`config.mk`:
```
export PLATFORM = sky130hd
export DESIGN_NAME = multicycle_ctrl
export DESIGN_NICKNAME = d
export VERILOG_FILES = /design/src/rtl/multicycle_ctrl.sv
export SDC_FILE = /design/constraint.sdc
export NUM_CORES = 1
export LEC_CHECK = 0
export ABC_AREA = 1
export CORE_MARGIN = 3
export CORE_UTILIZATION = 45
export CTS_CLUSTER_SIZE = 25
export DETAILED_ROUTE_END_ITERATION = 6
export GPL_TIMING_DRIVEN = 0
export PLACE_DENSITY = 0.95
export REMOVE_ABC_BUFFERS = 1
export SLEW_MARGIN = 25
export SYNTH_ARGS = -nofsm -noshare
export SYNTH_HDL_FRONTEND = slang
export SYNTH_SLANG_ARGS = --single-unit
```
`constraint.sdc`:
```
create_clock -name clk -period 3.7 [get_ports clk]
set_input_delay 0.74 -clock clk [delete_from_list [all_inputs] [get_ports clk]]
set_output_delay 0.74 -clock clk [all_outputs]
set_load 0.03 [all_outputs]
```
`src/rtl/multicycle_ctrl.sv`:
```
// Multi-cycle control FSM for an RV32I subset (lw, sw, R/I-type ALU, branches, jal, lui).
// Sequences fetch/decode/execute/writeback and drives the datapath selects and enables.
module multicycle_ctrl #(
    parameter int TRAP_ON_SRA = 1,
    parameter int ALU_CTRL_W  = 4
) (
    input  logic                  clk,
    input  logic                  rst_n,
    input  logic [6:0]            op,
    input  logic [2:0]            funct3,
    input  logic                  funct7b5,
    input  logic                  zero,
    input  logic                  alu_res0,
    input  logic                  mem_ready,
    output logic [ALU_CTRL_W-1:0] alu_ctrl,
    output logic [1:0]            alu_src_a,
    output logic [1:0]            alu_src_b,
    output logic [1:0]            result_src,
    output logic [2:0]            imm_src,
    output logic                  adr_src,
    output logic                  ir_write,
    output logic                  pc_write,
    output logic                  reg_write,
    output logic                  mem_write,
    output logic                  retire,
    output logic                  illegal
);

    localparam logic [ALU_CTRL_W-1:0] ALU_ADD  = ALU_CTRL_W'(4'b0000);
    localparam logic [ALU_CTRL_W-1:0] ALU_SUB  = ALU_CTRL_W'(4'b0001);
    localparam logic [ALU_CTRL_W-1:0] ALU_AND  = ALU_CTRL_W'(4'b0010);
    localparam logic [ALU_CTRL_W-1:0] ALU_OR   = ALU_CTRL_W'(4'b0011);
    localparam logic [ALU_CTRL_W-1:0] ALU_SLL  = ALU_CTRL_W'(4'b0100);
    localparam logic [ALU_CTRL_W-1:0] ALU_SLT  = ALU_CTRL_W'(4'b0101);
    localparam logic [ALU_CTRL_W-1:0] ALU_SRL  = ALU_CTRL_W'(4'b0110);
    localparam logic [ALU_CTRL_W-1:0] ALU_SLTU = ALU_CTRL_W'(4'b0111);
    localparam logic [ALU_CTRL_W-1:0] ALU_XOR  = ALU_CTRL_W'(4'b1000);

    typedef enum logic [3:0] {
        S_IDLE, S_FETCH, S_DECODE, S_MEMADR, S_MEMREAD, S_MEMWB, S_MEMWRITE,
        S_EXECR, S_EXECI, S_ALUWB, S_BRANCH, S_JAL, S_LUI, S_TRAP
    } state_t;

    state_t r_state;
    state_t w_next;
    logic   r_illegal;
    logic   w_sra;
    logic   w_taken;

    function automatic logic [ALU_CTRL_W-1:0] alu_op(input logic [2:0] f3, input logic sub);
        case (f3)
            3'b000:  alu_op = sub ? ALU_SUB : ALU_ADD;
            3'b001:  alu_op = ALU_SLL;
            3'b010:  alu_op = ALU_SLT;
            3'b011:  alu_op = ALU_SLTU;
            3'b100:  alu_op = ALU_XOR;
            3'b101:  alu_op = ALU_SRL;
            3'b110:  alu_op = ALU_OR;
            default: alu_op = ALU_AND;
        endcase
    endfunction

    // Arithmetic right shifts are unsupported by the datapath unless treated as SRL.
    assign w_sra = (funct3 == 3'b101) && funct7b5 && (TRAP_ON_SRA != 0);

    always_comb begin
        case (funct3)
            3'b000:        w_taken = zero;
            3'b001:        w_taken = !zero;
            3'b100, 3'b110: w_taken = alu_res0;
            3'b101, 3'b111: w_taken = !alu_res0;
            default:       w_taken = 1'b0;
        endcase
    end

    always_ff @(posedge clk or negedge rst_n) begin
        if (!rst_n) begin
            r_state   <= S_IDLE;
            r_illegal <= 1'b0;
        end else begin
            r_state <= w_next;
            if (w_next == S_TRAP) r_illegal <= 1'b1;
        end
    end

    assign illegal = r_illegal;

    always_comb begin
        case (op)
            7'b0100011: imm_src = 3'b001;
            7'b1100011: imm_src = 3'b010;
            7'b1101111: imm_src = 3'b011;
            7'b0110111: imm_src = 3'b100;
            default:    imm_src = 3'b000;
        endcase
    end

    always_comb begin
        w_next     = r_state;
        alu_ctrl   = ALU_ADD;
        alu_src_a  = 2'b00;
        alu_src_b  = 2'b00;
        result_src = 2'b00;
        adr_src    = 1'b0;
        ir_write   = 1'b0;
        pc_write   = 1'b0;
        reg_write  = 1'b0;
        mem_write  = 1'b0;
        retire     = 1'b0;
        case (r_state)
            S_IDLE: w_next = S_FETCH;
            S_FETCH: begin
                alu_src_b  = 2'b10;
                result_src = 2'b10;
                ir_write   = mem_ready;
                pc_write   = mem_ready;
                if (mem_ready) w_next = S_DECODE;
            end
            S_DECODE: begin
                // Precompute the branch/jal target into ALUOut while dispatching.
                alu_src_a = 2'b01;
                alu_src_b = 2'b01;
                case (op)
                    7'b0000011, 7'b0100011: w_next = S_MEMADR;
                    7'b0110011: w_next = w_sra ? S_TRAP : S_EXECR;
                    7'b0010011: w_next = w_sra ? S_TRAP : S_EXECI;
                    7'b1100011: w_next = (funct3[2:1] == 2'b01) ? S_TRAP : S_BRANCH;
                    7'b1101111: w_next = S_JAL;
                    7'b0110111: w_next = S_LUI;
                    default:    w_next = S_TRAP;
                endcase
            end
            S_MEMADR: begin
                alu_src_a = 2'b10;
                alu_src_b = 2'b01;
                w_next    = (op == 7'b0000011) ? S_MEMREAD : S_MEMWRITE;
            end
            S_MEMREAD: begin
                adr_src = 1'b1;
                if (mem_ready) w_next = S_MEMWB;
            end
            S_MEMWB: begin
                result_src = 2'b01;
                reg_write  = 1'b1;
                retire     = 1'b1;
                w_next     = S_FETCH;
            end
            S_MEMWRITE: begin
                adr_src   = 1'b1;
                mem_write = 1'b1;
                retire    = mem_ready;
                if (mem_ready) w_next = S_FETCH;
            end
            S_EXECR: begin
                alu_src_a = 2'b10;
                alu_ctrl  = alu_op(funct3, funct7b5);
                w_next    = S_ALUWB;
            end
            S_EXECI: begin
                alu_src_a = 2'b10;
                alu_src_b = 2'b01;
                alu_ctrl  = alu_op(funct3, 1'b0);
                w_next    = S_ALUWB;
            end
            S_ALUWB: begin
                reg_write = 1'b1;
                retire    = 1'b1;
                w_next    = S_FETCH;
            end
            S_BRANCH: begin
                alu_src_a = 2'b10;
                alu_ctrl  = funct3[2] ? (funct3[1] ? ALU_SLTU : ALU_SLT) : ALU_SUB;
                pc_write  = w_taken;
                retire    = 1'b1;
                w_next    = S_FETCH;
            end
            S_JAL: begin
                alu_src_a = 2'b01;
                alu_src_b = 2'b10;
                pc_write  = 1'b1;
                w_next    = S_ALUWB;
            end
            S_LUI: begin
                alu_src_a = 2'b11;
                alu_src_b = 2'b01;
                w_next    = S_ALUWB;
            end
            S_TRAP: w_next = S_TRAP;
            default: w_next = S_IDLE;
        endcase
    end

endmodule

```
==> run metrics <==
status completed; layout net count 203; HP Start illegal$_DFFE_PN0N_; r2r setup slk 2.22 ns; CTS Sinks 5; via count 1100; clock latency on the worst-skew pair 0.25 ns; drt first pass iters 4; vias in the first global route 1002; Worst Hold Depth 2; initial DRC count 33; Synth-to-Final Area Change 50.4%; CTS tree built; worst-path fanout max 6; initial core utilization 50.6%; GRT overflow 0; PnR Total Power 693 uW; Seq cells post-synth 5; I/O pin count 36; worst r2r src r_state[1]$_DFF_PN0_; CORE AREA 1590 sq um; Final min period 3.41 ns; r2r endpoint illegal$_DFFE_PN0N_; met1 Track Usage GR 23.1%; root buffer cell clkbuf_4; Mean Syn Cell Area 5.49 sq um; global-route wire length before repair 4000 um; initial antenna violation count 0; fmax 293 MHz; RSZ-0062 raised after global routing false; Worst slew margin 78.1%; Antenna diodes 0; Vias per Instance 5.24; Worst path slowest cell clkdlybuf4s50_1; grt met2 use 39.9%; share of post-route cells with drive strength above 1 13.4%; Worst Hold Class reg -> reg; remaining routing DRC violations 0; Inserted Clock Buffers 3; Row Count 14; post-CTS sizing 0; Avg WL per Cell 11.5 um; Leak 0.000585 uW; dpl hpwl 2020 um; CP required 2.96 ns; PD cells 571 nW/um^2; Crit. End Element output pin; slowest stage delay, CP 0.71 ns; clock-pin slew on the worst setup and hold paths 0.05 ns; Gate Count Post-Synth 147; Clock Tree Buf Depth 2; Final Max Tran Viols 0; ANT nets after route 0; synth unique cells 27; Crit path top cell by count clkdlybuf4s50_1; Startpoint Class input port; kind of critical path in -> out; largest net degree at the start of global routing 8; Die X 48.4 um; # H-tree levels 1; synth warn 0; die area 2340 sq um; RD Place Congestion 0.915; Post CTS Setup Buffer Count 0; IO Port Bufs 35; destination of the worst hold path illegal$_DFFE_PN0N_; most used routing layer met2; Final TNS setup 0 ns; post-synthesis sequential area ratio 15.5%; GR Layer Usage met3 0.920%; cts hold-fix bufs 0; final period utilization 92.1%; Tot GR Track Use 21.0%; final count of negative-setup-slack endpoints 0; actual slew at the worst max-slew pin 0.327 ns; max cap viols 0; final hold viol count 0; Clock Skews 0.00353 ns; Critical Path AT 2.67 ns; final wirelength 2410 um; crit path cell chain clkdlybuf4s50_1 -> nor2_1 -> nand3_1 -> o21ai_0 -> a21oi_1 -> o221ai_1 -> clkdlybuf4s50_1; reg2reg path depth 8; maximum VDD drop 0.276 mV; Mapped Area 807 sq um; Die Ht 48.4 um
Yosys cell counts:
master	n	area share [%]
o21bai_4	1	2.3
o221ai_1	1	1.1
nand4_1	1	0.78
nand3b_1	1	0.93
o31ai_1	2	1.9
o21bai_1	1	0.93
nand3_2	3	3.7
dfrtp_1	5	16
nor3_2	1	1.2
inv_2	9	4.2
nor3_1	6	3.7
nand3_1	12	7.4
inv_1	16	7.4
a22oi_1	1	0.93
a21oi_4	1	2.0
nand2_2	2	1.6
and2_1	1	0.78
a21oi_1	7	4.3
o21ai_1	1	0.62
nor2_1	25	12
a41oi_1	1	1.1
nor2_4	1	1.4
nand2_1	37	17
clkinv_1	2	0.93
o21ai_0	4	2.5
nor2_2	4	3.1
o22ai_1	1	0.78
worst max-delay path, delay by kind of cell:
family / cells / cell delay (ns)
compound gates: 3 / 0.29
simple gates: 2 / 0.40
buf+inv: 2 / 1.23
state kept, by name (all words and copies together), names as in the netlist:
name	count
r_state	4
illegal	1
final cells by class:
| class | instances | area, sq um |
|---|---|---|
| clock buffers | 4 | 26.3 |
| fillers | 141 | 380 |
| inverters | 27 | 101 |
| multi-input cells | 115 | 581 |
| flip-flops and latches | 5 | 125 |
| well taps | 24 | 30.0 |
| repair buffers | 35 | 350 |
where the power goes:
group	switching, uW	total [uW]	internal, uW
logic	322	527	205
registers	26.0	98.8	72.8
clock network	26.4	67.5	41.0
total	374	693	319
metrics by stage:
step	hold WS, ns	instances	utilization [%]	cell area (sq um)	worst slack [ns]
CTS	0.471	210	76.1	1210	0.323
floorplan	0.444	147	-	807	1.28
finish	0.466	210	76.1	1210	0.291
detailed placement	0.464	206	74.5	1190	0.324
global route	0.503	210	76.1	1210	0.0882
global placement	0.445	206	74.5	1190	0.384
kinds of logic after synthesis:
family                 synth area share (%)
buffers and inverters                  12.6
AO/OA/AOI/OAI                          18.5
flip-flops                             15.5
AND/OR/NAND/NOR                        53.5
per-layer routing:
layer | share of wire, % | up-vias
met5 | 0 | -
met4 | 2.6 | 0
met3 | 4.9 | 7
met2 | 52 | 46
met1 | 41 | 496
li1 | - | 551
worst max path at each step:
stage               from           to  slack, ns  cells past startpoint
3_5_place_dp   funct3[0]     pc_write       0.32                      7
4_1_cts        funct3[0]     pc_write       0.32                      7
3_3_place_gp   funct3[0]     pc_write       0.38                      7
5_1_grt        funct3[0]     pc_write       0.09                      7
6_report       funct3[0]     pc_write       0.29                      7
2_1_floorplan  funct3[1]  alu_ctrl[3]       1.28                      3
cells in the final DEF, fill, tap and decap left out, drive strengths merged:
cell,count
clkdlybuf4s50,35
inv,25
a41oi,1
o21ai,5
dfrtp,5
clkinv,2
nor2,30
and2,1
clkbuf,4
o22ai,1
nand2,39
o21bai,2
o31ai,2
nor3,7
a22oi,1
a21oi,8
nand3,15
nand4,1
o221ai,1
nand3b,1
(Power assumes the default switching activity.)
